## config.mk

```make
export PLATFORM = sky130hd
export DESIGN_NAME = alu_1_flat
export DESIGN_NICKNAME = d
export VERILOG_FILES = /design/src/rtl/alu_1_if.sv /design/src/rtl/alu_1.sv /design/src/flat_wrapper.sv
export SDC_FILE = /design/constraint.sdc
export NUM_CORES = 1
export LEC_CHECK = 0
export CORE_UTILIZATION = 30
export CTS_BUF_LIST = sky130_fd_sc_hd__clkbuf_2 sky130_fd_sc_hd__clkbuf_4 sky130_fd_sc_hd__clkbuf_8
export CTS_CLUSTER_SIZE = 24
export DETAILED_ROUTE_END_ITERATION = 12
export PLACE_DENSITY = 0.54
export SETUP_SLACK_MARGIN = 0.05
export SLEW_MARGIN = 20
export SYNTH_ARGS = -nofsm -noshare
export SYNTH_HDL_FRONTEND = slang
export SYNTH_SLANG_ARGS = --single-unit
```

## constraint.sdc

```tcl
create_clock -name clk -period 1.8 [get_ports clk]
set_input_delay 0.18 -clock clk [delete_from_list [all_inputs] [get_ports clk]]
set_output_delay 0.18 -clock clk [all_outputs]
set_load 0.005 [all_outputs]
```

## src/rtl/alu_1_if.sv

```systemverilog
// ALU operand/result bus: the master drives operands and op, the slave returns result and flags.
interface alu_1_if #(
   parameter int unsigned WIDTH = 4
) ();

   logic [WIDTH-1:0] inA;
   logic [WIDTH-1:0] inB;
   logic [1:0]       op;
   logic [WIDTH-1:0] ans;
   logic             zero;
   logic             carry;
   logic             ovf;

   modport master (
      output inA, inB, op,
      input  ans, zero, carry, ovf
   );

   modport slave (
      input  inA, inB, op,
      output ans, zero, carry, ovf
   );

endinterface

```

## src/rtl/alu_1.sv

```systemverilog
// Registered WIDTH-bit ALU: add, subtract, AND, OR with zero/carry/overflow flags.
// Result and flags are captured together one clock after the operands are sampled.
module alu_1 #(
   parameter int unsigned WIDTH = 4
) (
   input  logic    clk,
   input  logic    reset,
   alu_1_if.slave  bus
);

   localparam int unsigned MSB = WIDTH - 1;

   localparam logic [1:0] OP_ADD = 2'b00;
   localparam logic [1:0] OP_SUB = 2'b01;
   localparam logic [1:0] OP_AND = 2'b10;
   localparam logic [1:0] OP_OR  = 2'b11;

   logic [WIDTH:0]   w_add;
   logic [WIDTH:0]   w_sub;
   logic [WIDTH-1:0] w_ans;
   logic             w_carry;
   logic             w_ovf;
   logic             w_zero;
   logic             w_a_msb;
   logic             w_b_msb;

   logic [WIDTH-1:0] r_ans;
   logic             r_zero;
   logic             r_carry;
   logic             r_ovf;

   // Next result/flags; arithmetic is one bit wider so the top bit yields carry or borrow.
   always_comb begin
      w_add   = {1'b0, bus.inA} + {1'b0, bus.inB};
      w_sub   = {1'b0, bus.inA} + {1'b0, ~bus.inB} + {{WIDTH{1'b0}}, 1'b1};
      w_a_msb = bus.inA[MSB];
      w_b_msb = bus.inB[MSB];
      w_ans   = bus.inA | bus.inB;
      w_carry = 1'b0;
      w_ovf   = 1'b0;
      case (bus.op)
         OP_ADD: begin
            w_ans   = w_add[WIDTH-1:0];
            w_carry = w_add[WIDTH];
            w_ovf   = (w_a_msb == w_b_msb) && (w_add[MSB] != w_a_msb);
         end
         OP_SUB: begin
            w_ans   = w_sub[WIDTH-1:0];
            w_carry = ~w_sub[WIDTH];
            w_ovf   = (w_a_msb != w_b_msb) && (w_sub[MSB] != w_a_msb);
         end
         OP_AND: w_ans = bus.inA & bus.inB;
         OP_OR:  w_ans = bus.inA | bus.inB;
         default: w_ans = bus.inA | bus.inB;
      endcase
      w_zero = (w_ans == '0);
   end

   // Capture result and flags together; reset wins over any operation.
   always_ff @(posedge clk) begin
      if (reset) begin
         r_ans   <= '0;
         r_zero  <= 1'b1;
         r_carry <= 1'b0;
         r_ovf   <= 1'b0;
      end else begin
         r_ans   <= w_ans;
         r_zero  <= w_zero;
         r_carry <= w_carry;
         r_ovf   <= w_ovf;
      end
   end

   assign bus.ans   = r_ans;
   assign bus.zero  = r_zero;
   assign bus.carry = r_carry;
   assign bus.ovf   = r_ovf;

endmodule

```

## src/flat_wrapper.sv

```systemverilog
// flat-port wrapper written by rule: the top's interface ports become plain ports
module alu_1_flat 
#(
   parameter int unsigned WIDTH = 4
)
  (clk, reset, bus_inA, bus_inB, bus_op, bus_ans, bus_zero, bus_carry, bus_ovf);
  alu_1_if #(.WIDTH(WIDTH)) bus_i ();
  input  logic clk;
  input  logic reset;
  input wire logic [$bits(bus_i.inA)-1:0] bus_inA;
  input wire logic [$bits(bus_i.inB)-1:0] bus_inB;
  input wire logic [$bits(bus_i.op)-1:0] bus_op;
  output wire logic [$bits(bus_i.ans)-1:0] bus_ans;
  output wire logic [$bits(bus_i.zero)-1:0] bus_zero;
  output wire logic [$bits(bus_i.carry)-1:0] bus_carry;
  output wire logic [$bits(bus_i.ovf)-1:0] bus_ovf;
  assign bus_i.inA = bus_inA;
  assign bus_i.inB = bus_inB;
  assign bus_i.op = bus_op;
  assign bus_ans = bus_i.ans;
  assign bus_zero = bus_i.zero;
  assign bus_carry = bus_i.carry;
  assign bus_ovf = bus_i.ovf;
  alu_1 #(.WIDTH(WIDTH)) u_core (.clk(clk), .reset(reset), .bus(bus_i));
endmodule
```

==> results of run 1 <==
## layer usage
metal	global-route usage, %	vias to the layer above	routed length (µm)
met1	16.9	302	666
met5	0	-	0
met4	7.35	0	23
li1	-	342	-
met2	24.0	15	764
met3	2.18	3	46
## critical path: cells and delay by family
family	cells	cell delay (ns)
and+or+nand+nor	2	0.32
muxes	1	0.34
AOI/OAI and AO/OA	2	0.45
buffers and inverters	2	0.37
adders and majority gates	1	0.15
## registers in the layout, indices dropped and copies added, names as in the netlist
signal            count
u_core.bus.ans        4
u_core.bus.zero       1
u_core.bus.ovf        1
u_core.bus.carry      1
## worst max-delay path by stage
stage          startpoint               to  cells past startpoint
2_1_floorplan  bus_inA[1]  u_core.bus.zero                      7
5_1_grt        bus_inB[1]  u_core.bus.zero                      8
3_5_place_dp   bus_inB[1]  u_core.bus.zero                      8
6_report       bus_inA[1]  u_core.bus.zero                      8
4_1_cts        bus_inB[2]  u_core.bus.zero                      8
3_3_place_gp   bus_inB[1]  u_core.bus.zero                      8
## power by group through the flow
| stage | Sequential, W | Combinational [W] | Clock (W) |
|---|---|---|---|
| after detailed placement | 0.000177 | 0.000233 | 0 |
| after CTS | 0.000174 | 0.000241 | 0.000158 |
| after global routing | 0.000176 | 0.000277 | 0.000179 |
| after global placement | 0.000177 | 0.000230 | 0 |
| after floorplan | 0.000180 | 0.000105 | 0 |
| final | 0.000175 | 0.000252 | 0.000157 |
## through the flow
step / setup WS, ns / area [µm²] / utilization, % / setup TNS [ns]
2_1_floorplan: 0.103 / 671 / - / 0
3_3_place_gp: -0.412 / 1040 / 51.3 / -1.57
3_5_place_dp: -0.477 / 1040 / 51.3 / -1.71
4_1_cts: 0.0524 / 1100 / 54.4 / 0
5_1_grt: 0.0411 / 1130 / 55.8 / 0
6_report: 0.126 / 1130 / 55.8 / 0
## cell families (layout without fill, tap and decap cells)
logic type                 after synthesis  in the layout  synth area share, %
and+or+nand+nor                         21             21                 17.9
adders and majority gates               14             14                 28.4
AOI/OAI and AO/OA                       14             14                 13.8
buffers and inverters                   14             56                 8.02
DFF                                      7              7                 20.9
xor gates and xnor gates                 3              3                 3.92
muxes                                    3              3                 7.09
## what timing repair did
item	CTS	global route
hold endpoints to repair	0	0
cloned	0	0
resized for setup	14	10
endpoints found under the setup margin	4	1
pin swaps	8	4
## cells in the mapped netlist (all sizes together)
cell type,number,area share (%)
o21ai,3,2.2
nor4,2,3.7
buf,1,0.75
fa,2,6.0
dfxtp,7,21
a21o,1,1.1
and2,1,0.93
mux4,1,3.4
ha,12,22
mux2,1,2.2
xnor2,3,3.9
nor2,10,5.6
nand3b,1,1.1
nand4,1,0.93
mux2i,1,1.5
o41ai,1,1.3
a311oi,2,3.5
nand2,1,0.56
and3,1,0.93
nor2b,3,2.8
and4,1,1.3
o21bai,1,1.1
a21oi,6,4.5
inv,13,7.3
## layout make-up
cell class | instances | share of cell area, %
Multi-Input combinational cell | 55 | 48.3
Clock buffer | 4 | 2.66
Sequential cell | 7 | 12.4
Inverter | 13 | 4.32
Timing Repair Buffer | 39 | 29.3
Tap cell | 27 | 2.99
==> qor.csv, run 1 <==
metric,value,unit
die_x,49.3,µm
synth_area,671,µm²
cts_buffer_depth,2,
regArea,140,µm²
n_fill_cell,194,
min_period,1.67,ns
die-area,2430,µm²
dpl.hpwl,1240,µm
numPortBuffers,18,
drive_gt1_share,38.1,%
ys_warn_count,0,
place.gp.congestion,0.851,
grt_max_degree,8,
antenna_found_initial,0,
drv_slew,0,
drc,0,
synth_cell_types,27,
combPwrFrac,43.1,%
cts_root_buf,clkbuf_4,
power_frac_clock,27.0,%
hold_buffers,0,
drt_iter0_drc,3,
cpPeakStageDelay,0.34,ns
rsz0062_at_grt,no,
path_clk_slew,0.05,ns
cap_violations,0,
grt_pass1_wl,2600,µm
cp_max_fo,2,
start_kind,input pin,
diodes,0,
slew-limit-headroom,79.4,%
instances_no_fill,145,
finish.net_count,145,
ios,19,
cts.sinks,7,
multi_input_comb_area,546,µm²
dr.pass1.iters,3,
crit_path_top_delay_cell,mux2_4,
grt_usage,14.1,%
dpl.cell_count,141,
switching_share,28.9,%
grt_overflow_total,0,
ant_nets,0,
start_util,33.2,%
power_leakage,0.533,nW
post_cts_buffers,0,
final_cell_mix,"buf_4, clkdlybuf4s50_1, inv_1, nor2_1, ha_1",
cp-end-kind,flip-flop,
syn_nets,102,
crit_chain,dlygate4sd2_1 -> buf_4 -> ha_2 -> o21bai_4 -> a311oi_2 -> mux2_4 -> nor4_4 -> nor4_2,
setup-violations-final,0,
syn_to_final_growth,68.3,%
hold_end,u_core.bus.ans[0],
min_path_cells,5,
cts_buffers,3,
cts_tree,built,
tightest_slew,0.308,ns
synth_seq_cells,7,
min_path_type,in2reg,
syn_avg_cell_area,8.82,µm²
p_int,0.000415,W
holdWs,0.529,ns
die_h,49.3,µm
power_frac_seq,29.9,%
final_hold_viol_count,0,
avgViaCountPerCell,4.57,
wl_per_cell,10.3,µm
status,finished clean,
layout_commonest_cell,buf_4,
ys_seq_area_share,20.9,%
fin_crit_sh,93.0,%
vias,662,
synth_cells,76,
h-tree-depth,1,
ir_worst_vdd,0.282,mV
crit_required,1.94,ns
grt_pass1_vias,642,
num_rows,16,
min_from,bus_inB[0],
critPathArrivalTime,1.81,ns
worstSetupPathType,in2reg,
wl,1500,µm
p_per_area,517,nW/µm²
p_total,0.000584,W
fmax,597,MHz
switchingPower,0.000169,W
core_area,2020,µm²
(Power assumes the default switching activity.)
==> run 2: changes to the inputs <==
--- a/config.mk
+++ b/config.mk
@@ -9,7 +9,7 @@
 export CTS_BUF_LIST = sky130_fd_sc_hd__clkbuf_2 sky130_fd_sc_hd__clkbuf_4 sky130_fd_sc_hd__clkbuf_8
 export CTS_CLUSTER_SIZE = 24
 export DETAILED_ROUTE_END_ITERATION = 12
-export PLACE_DENSITY = 0.54
+export PLACE_DENSITY = 0.52
 export SETUP_SLACK_MARGIN = 0.05
 export SLEW_MARGIN = 20
 export SYNTH_ARGS = -nofsm -noshare
==> constraint.sdc (replaced) <==
create_clock -name clk -period 2.1 [get_ports clk]
set_input_delay 0.21 -clock clk [delete_from_list [all_inputs] [get_ports clk]]
set_output_delay 0.21 -clock clk [all_outputs]
set_load 0.005 [all_outputs]
==> qor.csv, run 2 (synthesis gave the netlist of run 1 again) <==
metric,value,unit,change
min_path_type,in2reg,,
antenna_found_initial,0,,unchanged
drive_gt1_share,23.9,%,-14 points
maxUsedRoutingLayer,met4,,
grt_overflow_total,0,,unchanged
fmax,502,MHz,
place.gp.congestion,0.819,,-3.7%
die-area,2430,µm²,unchanged
rsz0062_at_grt,no,,
p_per_area,454,nW/µm²,-12%
num_rows,16,,unchanged
dr.pass1.iters,4,,+1
cap_violations,0,,unchanged
ir_worst_vdd,0.198,mV,-30%
power_leakage,0.495,nW,-7.1%
start_util,33.2,%,unchanged
cp-end-kind,flip-flop,,
cts.sinks,7,,unchanged
combPwrFrac,41.5,%,-1.6 points
critPathArrivalTime,2.11,ns,+0.30 ns
post_cts_buffers,0,,unchanged
ios,19,,unchanged
drv_slew,0,,unchanged
die_h,49.3,µm,unchanged
status,finished clean,,
critical-path-top-delay-family,buffers and inverters,,
h-tree-depth,1,,unchanged
tightest_slew,0.280,ns,-0.0279 ns
switching_share,26.9,%,-2.0 points
path_depth,8,,unchanged
fin_crit_sh,94.8,%,
crit_path_top_delay_cell,clkdlybuf4s50_1,,
slew-limit-headroom,81.3,%,+1.9 points
cts_buffer_depth,2,,unchanged
cpPeakStageDelay,0.48,ns,+0.14 ns
cts_buffers,3,,unchanged
dpl_cell_area,1000,µm²,-3.6%
start_kind,input pin,,
setup_ws,0.109,ns,-0.0174 ns
wl_met2,744,µm,-2.6%
fin_area,1040,µm²,-7.8%
numPortBuffers,18,,unchanged
wl_met1,614,µm,-7.8%
wl,1410,µm,-5.9%
cts_root_buf,clkbuf_4,,
n_fill_cell,194,,unchanged
worstSetupPathType,in2reg,,
grt_pass1_vias,613,,-4.5%
diodes,0,,unchanged
syn_to_final_growth,55.2,%,
min_period,1.99,ns,
cts_tree,built,,
grt_pass1_wl,2390,µm,-8.2%
worst-path-buf-inv,2,,unchanged
crit_required,2.22,ns,+0.28 ns
hold_buffers,0,,unchanged
power_frac_seq,31.6,%,+1.7 points
setup-violations-final,0,,unchanged
ant_nets,0,,unchanged
die_x,49.3,µm,unchanged
drc,0,,unchanged
grt_max_degree,13,,+5
drt_iter0_drc,15,,+12
final_hold_viol_count,0,,unchanged
cp_max_fo,3,,+1
switchingPower,0.000127,W,-25%
met3_length,47,µm,+2.2%
largest_reg_flops,4,,unchanged
cts-resized-gates,0,,-14
path_clk_slew,0.05,ns,about the same
avgViaCountPerCell,4.53,,-0.81%
core_area,2020,µm²,unchanged
preCtsSetupSlack,-0.182,ns,+0.296 ns
p_int,0.000345,W,-17%
min_path_cells,4,,-1
power_frac_clock,26.9,%,about the same
finish.net_count,140,,-3.4%
vias,634,,-4.2%
layout_commonest_cell,clkdlybuf4s50_1,,
dpl.hpwl,1230,µm,-0.44%
crit_chain,clkdlybuf4s50_1 -> inv_1 -> ha_1 -> o21bai_1 -> a311oi_2 -> mux2_4 -> nor4_4 -> nor4_2,,
grt_usage,13.1,%,-1.1 points
wl_per_cell,10.1,µm,-2.5%
final_cell_mix,"clkdlybuf4s50_1, buf_4, inv_1, ha_1, nor2_1",,
run 2: changes by cell type in the layout (fill, tap and decap cells not counted), sizes merged:
cell,change
buf,-5
clkbuf,-1
clkdlybuf4s50,+6
dlygate4sd2,-4
dlymetal6s2s,-1
run 2: power groups by stage:
stage | combinational [W] | clock, W | sequential [W]
detailed placement | 0.000191 | 0 | 0.000152
global placement | 0.000189 | 0 | 0.000152
CTS | 0.000192 | 0.000134 | 0.000150
floorplan | 0.0000903 | 0 | 0.000154
finish | 0.000196 | 0.000127 | 0.000149
global route | 0.000216 | 0.000147 | 0.000150
run 2: metal layers:
metal,track usage (%),up-vias
met5,0,-
met4,7.35,0
met3,2.80,2
met2,22.8,11
met1,14.4,289
li1,-,332
run 2: cell type report:
type / instances / area, µm² / share of cell area [%]
flip-flops and latches: 7 / 140 / 13.5
clock buffers: 4 / 30.0 / 2.88
inverters: 13 / 48.8 / 4.69
repair buffers: 34 / 300 / 28.8
multi-input cells: 55 / 488 / 46.9
well taps: 27 / 33.8 / 3.25
run 2: path summary, 6_finish.rpt:
path / start / endpoint / slack (ns)
worst max-delay path: bus_inB[1] / u_core.bus.zero / 0.11
worst min-delay path: bus_inA[3] / u_core.bus.ovf / 0.70
run 2: per-stage QoR:
stage / hold WS, ns / cells / total power (W) / util, % / setup TNS, ns
2_1_floorplan: 0.293 / 76 / 0.000245 / - / 0
3_3_place_gp: 0.912 / 136 / 0.000341 / 49.4 / -0.183
3_5_place_dp: 0.910 / 136 / 0.000344 / 49.4 / -0.272
4_1_cts: 0.670 / 140 / 0.000475 / 50.9 / 0
5_1_grt: 0.718 / 140 / 0.000513 / 51.5 / 0
6_report: 0.705 / 140 / 0.000472 / 51.5 / 0
